**config.mk**
```make
export PLATFORM = sky130hd
export DESIGN_NAME = can_rx_data_unpack
export DESIGN_NICKNAME = d
export VERILOG_FILES = /design/src/rtl/can_rx_data_unpack.sv
export SDC_FILE = /design/constraint.sdc
export NUM_CORES = 1
export LEC_CHECK = 0
export CORE_MARGIN = 2
export CORE_UTILIZATION = 45
export CTS_CLUSTER_DIAMETER = 30
export CTS_CLUSTER_SIZE = 24
export DETAILED_ROUTE_END_ITERATION = 10
export PLACE_DENSITY = 0.76
export SLEW_MARGIN = 5
export SYNTH_ARGS = -nofsm -noshare
export SYNTH_HDL_FRONTEND = slang
export SYNTH_SLANG_ARGS = --single-unit
export TNS_END_PERCENT = 30
```
**constraint.sdc**
```tcl
create_clock -name clk -period 1.8 [get_ports clk]
set_input_delay 0.36 -clock clk [delete_from_list [all_inputs] [get_ports clk]]
set_output_delay 0.36 -clock clk [all_outputs]
set_load 0.05 [all_outputs]
```
**src/rtl/can_rx_data_unpack.sv**
```systemverilog
// CAN receive data-field deserialiser: DLC-clamped, MSB-first bytes packed into a 64-bit word.
// Optional `CAN_RX_DLC_ERR_EN raises dlc_err for received DLC values above MAX_BYTES.
module can_rx_data_unpack #(
    parameter int MAX_BYTES = 8
) (
    input  logic                   clk,
    input  logic                   rst,
    input  logic                   start,
    input  logic [3:0]             dlc_in,
    input  logic                   bit_valid,
    input  logic                   bit_in,
    input  logic                   abort,
    input  logic                   out_ready,
    output logic                   out_valid,
    output logic [MAX_BYTES*8-1:0] data_out,
    output logic [3:0]             dlc_out,
    output logic [MAX_BYTES-1:0]   byte_mask,
    output logic                   busy,
    output logic                   overrun,
    output logic                   dlc_err
);

    typedef enum logic [1:0] {IDLE, RECV, HOLD} state_t;

    localparam logic [3:0] MAX_DLC = 4'(MAX_BYTES);

    state_t                 state;
    logic [3:0]             n;
    logic [5:0]             bit_cnt;
    logic [6:0]             shreg;
    logic [3:0]             n_in;
    logic [MAX_BYTES-1:0]   mask_n;
    logic [7:0]             byte_nxt;
    logic                   last_bit;
    logic                   accept;
    logic                   take_start;

`ifdef CAN_RX_DLC_ERR_EN
    logic dlc_big;
`else
    assign dlc_err = 1'b0;
`endif

    always_comb begin
        n_in = (dlc_in > MAX_DLC) ? MAX_DLC : dlc_in;
        mask_n = '0;
        for (int k = 0; k < MAX_BYTES; k++)
            mask_n[k] = (4'(k) < n);
        byte_nxt = {shreg, bit_in};
        last_bit = ({1'b0, bit_cnt} == ({n, 3'b000} - 7'd1));
        accept = out_valid && out_ready;
        // A start coinciding with acceptance opens the next frame back-to-back
        take_start = start && !abort &&
                     ((state == IDLE) || ((state == HOLD) && accept));
    end

    always_ff @(posedge clk) begin
        if (rst) begin
            state     <= IDLE;
            n         <= '0;
            bit_cnt   <= '0;
            shreg     <= '0;
            out_valid <= 1'b0;
            data_out  <= '0;
            dlc_out   <= '0;
            byte_mask <= '0;
            busy      <= 1'b0;
            overrun   <= 1'b0;
`ifdef CAN_RX_DLC_ERR_EN
            dlc_big   <= 1'b0;
            dlc_err   <= 1'b0;
`endif
        end else begin
            overrun <= 1'b0;
            if (abort && (state != IDLE)) begin
                state     <= IDLE;
                bit_cnt   <= '0;
                out_valid <= 1'b0;
                busy      <= 1'b0;
                data_out  <= '0;
                dlc_out   <= '0;
                byte_mask <= '0;
`ifdef CAN_RX_DLC_ERR_EN
                dlc_err   <= 1'b0;
`endif
            end else if (take_start) begin
                n         <= n_in;
                dlc_out   <= n_in;
                bit_cnt   <= '0;
                data_out  <= '0;
                byte_mask <= '0;
`ifdef CAN_RX_DLC_ERR_EN
                dlc_big   <= (dlc_in > MAX_DLC);
                dlc_err   <= 1'b0;
`endif
                if (n_in == 4'd0) begin
                    state     <= HOLD;
                    out_valid <= 1'b1;
                    busy      <= 1'b0;
                end else begin
                    state     <= RECV;
                    out_valid <= 1'b0;
                    busy      <= 1'b1;
                end
            end else begin
                if (start && (state != IDLE))
                    overrun <= 1'b1;
                case (state)
                    RECV: if (bit_valid) begin
                        shreg   <= byte_nxt[6:0];
                        bit_cnt <= bit_cnt + 6'd1;
                        if (bit_cnt[2:0] == 3'd7) begin
                            for (int k = 0; k < MAX_BYTES; k++)
                                if (bit_cnt[5:3] == 3'(k))
                                    data_out[k*8 +: 8] <= byte_nxt;
                        end
                        if (last_bit) begin
                            state     <= HOLD;
                            out_valid <= 1'b1;
                            busy      <= 1'b0;
                            byte_mask <= mask_n;
`ifdef CAN_RX_DLC_ERR_EN
                            dlc_err   <= dlc_big;
`endif
                        end
                    end
                    HOLD: if (accept) begin
                        state     <= IDLE;
                        out_valid <= 1'b0;
                        data_out  <= '0;
                        dlc_out   <= '0;
                        byte_mask <= '0;
`ifdef CAN_RX_DLC_ERR_EN
                        dlc_err   <= 1'b0;
`endif
                    end
                    default: ;
                endcase
            end
        end
    end

endmodule

```
# Word level (Yosys, flattened, before mapping)
# Cells that the tools add are included.
[word_totals]
regBits = 98
latchBits = 0
ram_bits = 0
romBits = 0
in_bits = 11
elab_cells = 130
mem_count = 0
[op_classes]
add_sub_neg = 2
n_mul = 0
n_div = 0
magnitude_cmp = 9
eq_ne = 26
shifts = 0
mux = 38
bitwise_logic = 2
reduce_logical = 36
[ops]
columns = ["cell", "n"]
rows = [
  ["$mux 64", 3],
  ["$pmux 64 s2", 1],
  ["$mux 8", 11],
  ["$reduce_and 5->1", 8],
  ["$ne 2x2->1 const B", 12],
  ["$lt 3x4->1 const A", 4],
  ["$mux 4", 4],
  ["$pmux 8 s2", 1],
  ["$eq 3x3->1 const B", 5],
  ["$reduce_bool 2->1", 7],
  ["$reduce_and 4->1", 3],
  ["$mux 1", 11],
  ["$mux 2", 5],
  ["$ne 3x3->1 const B", 3],
  ["$lt 1x4->1 const A", 2],
  ["$lt 2x4->1 const A", 2],
  ["$eq 6x7->1", 1],
  ["$sub 7x1->7 const B", 1],
  ["$add 6x1->6 const B", 1],
  ["$eq 3x2->1 const B", 2],
  ["$logic_and 1x1->1", 6],
  ["$reduce_and 2->1", 3],
  ["$gt 4x4->1 const B", 1],
  ["$logic_not 4->1", 1],
  ["14 further kinds", 15],
]

# Longest topological paths before layout
# Gate-level depths: netlist of the first run.
[logic_depth]
word_depth = 6
depth_mapped = 9
mapped_depth_nobuf = 7

# Worst setup path before layout of the first run
# Ideal clock, no wire load.
[synth_timing]
path_kind = "register to register"
from = "register out_valid"
to = "register byte_mask[3]"
setup_ns = 0.070
arrival_ns = 1.857
t_required_ns = 1.730
slack_ns = -0.127
stages_incl_launch_ff = 10
path_buffers = 4
synth_period_minus_slack_ns = 1.927
cell_sequence = "dfxtp_1 > buf_6 > nor2b_2 > buf_6 > and2_1 > buf_4 > o211a_4 > buf_4 > nand3b_1 > a21oi_1"
[synth_between]
elab_chain_len = 5
elab_cells_between_ends = 7
cone_classes = "1 x eq/ne; 6 x reduce/logical"
[synth_rtl]
columns = ["item", "line", "source"]
rows = [
  ["from (decl)", "14", "output logic out_valid,"],
  ["from (signal assigned)", "63", "out_valid <= 1'b0;"],
  ["from (signal assigned)", "78", "out_valid <= 1'b0;"],
  ["from (signal assigned)", "98", "out_valid <= 1'b1;"],
  ["$logic_and 1x1->1 *", "51", "accept = out_valid && out_ready;"],
  ["$logic_and 1x1->1", "54", "((state == IDLE) || ((state == HOLD) && accept));"],
  ["$logic_or 1x1->1", "54", ""],
  ["$logic_and 1x1->1", "53", "take_start = start && !abort &&"],
  ["$reduce_or 3->1 (no line)", "-", ""],
  ["to (signal assigned)", "121", "byte_mask <= mask_n;"],
  ["to (decl)", "17", "output logic [MAX_BYTES-1:0] byte_mask,"],
]
# Every way passes the cells marked *; elsewhere a longest branch is shown, timed or not.
# A chain may end at the register's enable or synchronous reset.

# Final worst setup path of the first run
[layout_timing]
from = "register n[1]"
to = "register out_valid"
[layout_between]
elab_chain_len = 4
[layout_rtl]
columns = ["item", "line", "source"]
rows = [
  ["from (decl)", "28", "logic [3:0] n;"],
  ["from (signal assigned)", "87", "n <= n_in;"],
  ["$sub 7x1->7", "50", "last_bit = ({1'b0, bit_cnt} == ({n, 3'b000} - 7'd1));"],
  ["$eq 6x7->1", "50", ""],
  ["$ne 3x3->1 (no line)", "-", ""],
  ["$reduce_and 4->1 (no line)", "-", ""],
]
# No other way between the ends.

==> impl_metrics.py, run 1 <==
metrics = {
    "finish": {
        "drive_gt1_frac": 0.3178,
        "stdcell_count": 643,
        "layout_commonest_cell": "buf_4",
        "syn2layout_area_growth_pct": 32.69,
        "n_fill_cell": 743,
        "regArea_um2": 1948,
        "layout_common_cells": "buf_4, dfxtp_1, nor2_1, mux2i_1, nand2_1",
        "multi_input_area_um2": 1939,
        "num_antenna_cells": 0,
        "finalNetCount": 546,
    },
    "power": {
        "power-per-cell-area_nw_per_um2": 809.4,
        "power_leakage_nw": 2.256,
        "ir_drop_uv": 614.5,
    },
    "flow_run": {
        "drv_cap": 0,
    },
    "grt": {
        "grt_overflow": 0,
        "grt_pass1_wl_um": 15500,
        "grt_start_max_net_pins": 36,
        "first_global_vias": 3140,
        "grtUsageTotal": 0.2021,
        "antenna_found_initial": 0,
    },
    "cts": {
        "clockBufferDepth": 2,
        "htree_levels": 3,
        "cts_tree": "yes",
        "clk_latency_ps": 380,
        "cts_hold_buffers": 0,
        "numCtsBuffers": 9,
        "root_buffer": "clkbuf_8",
        "clk_pin_slew_ps": 100,
        "cts.sinks": 97,
    },
    "synth": {
        "ys_warn_count": 0,
        "netlist_area_um2": 4015,
        "ys.flop_type": "dfxtp_1",
        "synth_edf_count": 0,
        "ys_types": 43,
        "avgSynthCellArea_um2": 9.583,
        "synth_nets": 435,
        "ys_seq_area_frac": 0.4836,
        "ys_async_sr_fraction": 0,
        "ys_ff_latch": 97,
        "syn_inst": 419,
    },
    "sta": {
        "skew_ps": 13.10,
        "fin_crit_sh": 0.9558,
        "hold_ws_ps": 470.1,
        "slew_viol_final": 0,
        "setup_ws_ps": 79.48,
        "tightest_slew_ps": 639.4,
        "max_clock_freq_mhz": 581.2,
        "finalCriticalPeriod_ps": 1721,
        "hold_viol": 0,
        "relSlewSlack": 0.5682,
        "setup_viol": 0,
        "fin_setup_tns_ps": 0,
    },
    "worst_setup_path": {
        "crit_arrival_ps": 2030,
        "crit_type": "reg2reg",
        "crit_required_ps": 2110,
        "critPathMaxFanout": 2,
        "reg2reg_depth": 7,
        "worstReg2RegEnd": "out_valid",
        "end_kind": "flop",
        "rrSetupSlack_ps": 80,
        "start_kind": "flop",
        "rr_startpoint": "n[1]",
    },
    "place": {
        "preCtsSetupSlack_ps": -294.1,
        "place_hpwl_um": 6980,
        "portBuffers": 89,
        "dp.cells": 626,
        "gp_congestion": 0.8534,
    },
    "drt": {
        "vias": 3264,
        "wirelength_um": 9946,
        "drc": 0,
        "ant_nets": 0,
        "wl_per_cell_um": 15.47,
        "drt_iter0_drc": 102,
        "vias_per_cell": 5.076,
        "first_pass_iters": 4,
    },
    "floorplanning": {
        "ios": 91,
        "die_w_um": 98.46,
        "rows": 34,
        "die_height_um": 98.46,
        "start_util": 0.4627,
        "dieArea_um2": 9694,
        "core_um2": 8678,
    },
    "worst_hold_path": {
        "hold_end": "dlc_out[3]",
        "hold_start": "dlc_out[3]",
        "hold_class": "reg2reg",
        "hold_depth": 2,
    },
    "status": {
        "status": "completed",
    },
}
==> report_power, final <==
group | switching (W) | internal [W]
sequential | 0.0000290 | 0.00217
combinational | 0.000428 | 0.000320
clock | 0.000832 | 0.000528
==> logic make-up (layout without fill, tap and decap cells) <==
kind of cell	Yosys count	in the layout	share of synthesized area
and+or+nand+nor	148	148	0.1649
DFF	97	97	0.4836
muxes	67	67	0.1677
AOI/OAI and AO/OA	59	59	0.1044
buffers and inverters	35	151	0.04768
xor gates and xnor gates	7	7	0.01527
adders and majority gates	5	5	0.01558
other	1	1	0.0009340
==> critical path, stage by stage (launching register included) <==
cell	delay, ps
dfxtp_2	340
inv_2	50
ha_4	230
xnor2_2	130
nor3_2	240
o21ai_0	160
a22oi_1	280
mux2i_1	220
==> cell usage after synthesis (2+ instances only) <==
cell type / number / area share
buf_4: 3 / 0.0056
o21ai_0: 11 / 0.014
buf_2: 9 / 0.011
mux2_2: 2 / 0.0056
dfxtp_1: 97 / 0.48
buf_6: 5 / 0.014
ha_1: 5 / 0.016
xor2_1: 3 / 0.0065
a21oi_1: 26 / 0.032
a311oi_1: 2 / 0.0044
nand2_1: 35 / 0.033
o21ai_2: 3 / 0.0065
nand3b_1: 8 / 0.015
nor2_1: 75 / 0.070
nor3b_1: 4 / 0.0075
inv_1: 3 / 0.0028
clkbuf_1: 15 / 0.014
mux2i_1: 65 / 0.16
a21oi_4: 5 / 0.020
nand2b_1: 4 / 0.0062
or3_1: 2 / 0.0031
xnor2_1: 4 / 0.0087
nand4_1: 2 / 0.0031
and2_1: 9 / 0.014
nor3_1: 4 / 0.0050
==> layout make-up <==
class | instances | share of cell area
clock buffers | 9 | 0.02325
clock inverters | 7 | 0.01174
inverters | 3 | 0.002114
multi-input cells | 287 | 0.3640
flip-flops and latches | 97 | 0.3657
well taps | 108 | 0.02536
repair buffers | 132 | 0.2078
==> how the worst max path moves through the flow <==
stage / from / endpoint / depth (start not counted)
after floorplan: out_valid / data_out[52] / 8
after global placement: out_ready / data_out[1] / 7
after detailed placement: out_ready / data_out[4] / 7
after CTS: n[0] / byte_mask[2] / 8
after global routing: bit_cnt[0] / data_out[30] / 8
final: n[1] / out_valid / 7
==> metrics by stage <==
step                      utilization  total power (W)  cell area (um^2)
after floorplan                     -         0.002725              4016
after global placement         0.5842         0.002971              5070
after detailed placement       0.5842         0.002984              5070
after CTS                      0.6064         0.004327              5263
after global routing           0.6139         0.004457              5328
final                          0.6139         0.004312              5328
==> per-layer routing <==
metal | track usage | routed length (um)
met1 | 0.2378 | 4186
met2 | 0.3543 | 5118
met3 | 0.05319 | 487
met4 | 0.07482 | 155
met5 | 0 | 0
==> repair_timing <==
| action | CTS | global route |
|---|---|---|
| pin swaps | 0 | 6 |
| endpoints found under the setup margin | 21 | 54 |
| gates resized for setup | 2 | 16 |
| buffers inserted | 0 | 1 |
==> sequential cells by signal (all words and copies together), names as in the netlist, 4 cells and up <==
| register | count |
|---|---|
| bit_cnt | 6 |
| dlc_out | 4 |
| shreg | 7 |
| byte_mask | 8 |
| data_out | 64 |
| n | 4 |
(Power assumes the default switching activity.)
==> run 2, diff against run 1 <==
Settings changed: CTS_CLUSTER_SIZE 24 to not set.
==> results of run 2 <==
The final DEF is identical to that of run 1; final timing and power are the same.
==> run 3, diff against run 2 <==
Settings changed: ABC_AREA set to 1.
==> run 3 against run 2 <==
Clock-buffer cell count rose by 1. First-iteration DRC count up 55%. Clock power about the same. Clock skew up 0.88 ps. Synthesized area is 1.9% lower. Maximum frequency is 3.4% higher. Wire length is 0.38% lower. Critical endpoint is now data_out[25]. Hold slack improved by 5.1 ps. Die area shrank 1.9%. Via count up 9.9%.
==> impl_metrics.py, run 3 <==
metrics = {
    "finish": {
        "layout_commonest_cell": "buf_4",
        "drive_gt1_frac": 0.2919,
        "n_fill_cell": 769,
        "top_regs": "data_out: 64 flops, byte_mask: 8 flops, shreg: 7 flops",
        "stdcell_count": 704,
        "num_antenna_cells": 0,
        "layout_common_cells": "buf_4, dfxtp_1, nor2_1, a21oi_1, nand2_1",
        "largest-register": "data_out",
        "finalNetCount": 607,
        "syn2layout_area_growth_pct": 29.62,
        "largest_reg_flops": 64,
    },
    "worst_setup_path": {
        "crit_required_ps": 2040,
        "critPathMaxFanout": 13,
        "cp_slowest_cell": "dfxtp_1",
        "cpPeakStageDelay_ps": 350,
        "crit_start": "bit_cnt[0]",
        "path_cells": "ha_1, ha_1, nand2_4, nand2_8, buf_4, nand2_2, inv_4, o21ai_1, a21oi_1",
        "rr_startpoint": "bit_cnt[0]",
        "crit_arrival_ps": 1910,
        "critical-path-top-delay-family": "adder cells",
        "crit_type": "reg2reg",
        "start_kind": "flop",
        "crit_top_cell": "ha_1",
        "critPathBufInv": 2,
        "end_kind": "flop",
    },
    "sta": {
        "relSlewSlack": 0.5820,
        "slew_viol_final": 0,
        "max_clock_freq_mhz": 601.1,
        "hold_ws_ps": 475.1,
        "hold_viol": 0,
        "tightest_slew_ps": 624.7,
        "fin_setup_tns_ps": 0,
        "finalCriticalPeriod_ps": 1664,
        "skew_ps": 13.98,
        "setup_viol": 0,
        "setup_ws_ps": 136.3,
        "fin_crit_sh": 0.9243,
    },
    "power": {
        "power-per-cell-area_nw_per_um2": 831.7,
        "total_power_w": 0.004245,
        "ir_drop_uv": 580.0,
        "power_leakage_nw": 2.178,
    },
    "worst_hold_path": {
        "hold_class": "reg2reg",
        "hold_start": "dlc_out[0]",
    },
    "grt": {
        "grt_pass1_wl_um": 16300,
        "grtUsageTotal": 0.2120,
        "grt_overflow": 0,
        "first_global_vias": 3424,
        "grt_start_max_net_pins": 42,
        "antenna_found_initial": 0,
    },
    "synth": {
        "avgSynthCellArea_um2": 8.152,
        "synthMostInstantiatedCell": "dfxtp_1",
        "synth_nets": 499,
        "ys_ff_latch": 97,
        "ys.flop_type": "dfxtp_1",
        "synth_commonest_cells": "dfxtp_1, nor2_1, a21oi_1",
        "netlist_area_um2": 3938,
        "ys_warn_count": 0,
        "synth_edf_count": 0,
        "syn_inst": 483,
        "ys_seq_area_frac": 0.4932,
        "ys_async_sr_fraction": 0,
        "yosys.area.top_type_share": 0.4932,
        "ys_top_cells_by_area": "dfxtp_1, a21oi_1, nor2_1",
        "ys_types": 37,
        "yosysTopAreaCell": "dfxtp_1",
    },
    "cts": {
        "cts_tree": "yes",
        "root_buffer": "clkbuf_8",
        "htree_levels": 3,
        "clk_pin_slew_ps": 100,
        "clk_latency_ps": 380,
        "cts.sinks": 97,
        "clockBufferDepth": 2,
        "numCtsBuffers": 9,
    },
    "drt": {
        "ant_nets": 0,
        "vias_per_cell": 5.097,
        "first_pass_iters": 4,
        "wirelength_um": 9908,
        "vias": 3588,
        "drt_iter0_drc": 158,
        "wl_per_cell_um": 14.07,
        "drc": 0,
    },
    "place": {
        "dp.cells": 685,
        "preCtsSetupSlack_ps": -175.8,
        "portBuffers": 89,
        "place_hpwl_um": 7280,
        "gp_congestion": 0.8352,
    },
    "floorplanning": {
        "core_um2": 8593,
        "die_w_um": 97.54,
        "die_height_um": 97.54,
        "start_util": 0.4582,
        "rows": 34,
        "ios": 91,
        "dieArea_um2": 9514,
    },
    "status": {
        "status": "completed",
    },
    "flow_run": {
        "drv_cap": 0,
    },
}
[run 3: timing repair]
item,in CTS,in global routing
buffers inserted,0,3
resized for setup,0,28
hold buffers,0,0
setup endpoints to repair,0,39
endpoints found under the hold margin,0,0
[run 3: worst paths after layout]
| kind | endpoint | slack, ps | cells past startpoint |
|---|---|---|---|
| hold reg to reg | dlc_out[0] | 480 | 2 |
| hold / removal | dlc_out[0] | 480 | 2 |
| setup / recovery | data_out[25] | 140 | 9 |
| setup reg to reg | data_out[25] | 140 | 9 |
[run 3: cells by family after synthesis]
family	count (synthesis)	synth area share
xor+xnor	2	0.004449
fa+ha+maj	5	0.01589
simple gates	172	0.1999
compound gates	148	0.2034
flops	97	0.4932
other cells	1	0.0009524
buf+inv	58	0.08230
[run 3: worst register-to-register path: stages (launching register included)]
cell,delay (ps)
dfxtp_1,350
ha_1,220
ha_1,230
nand2_4,130
nand2_8,80
buf_4,140
nand2_2,100
inv_4,90
o21ai_1,150
a21oi_1,60
[run 3: per-stage QoR]
step	cell area (um^2)	util
3_3_place_gp	4843	0.5636
3_5_place_dp	4843	0.5636
6_report	5104	0.5939
4_1_cts	5044	0.5869
5_1_grt	5104	0.5939
2_1_floorplan	3939	-
[run 3: power by group]
| group | internal [W] | switching [W] |
|---|---|---|
| logic | 0.000214 | 0.000415 |
| clock network | 0.000571 | 0.000816 |
| registers | 0.00219 | 0.0000379 |
[run 3: area by class of cell]
| class | count | area, um^2 | area share |
|---|---|---|---|
| tap | 108 | 135.1 | 0.02648 |
| inverter | 38 | 168.9 | 0.03310 |
| clock buffer | 10 | 137.6 | 0.02697 |
| sequential | 97 | 1949 | 0.3820 |
| timing repair buffer | 117 | 953.4 | 0.1868 |
| multi-input combinational | 328 | 1697 | 0.3324 |
| clock inverter | 6 | 62.56 | 0.01226 |
[run 3: metal layers]
layer	wire length (um)	global-route usage	share of wire
met1	4391	0.2615	0.44
met2	4764	0.3565	0.48
met3	620	0.06115	0.063
met4	131	0.06944	0.013
met5	0	0	0
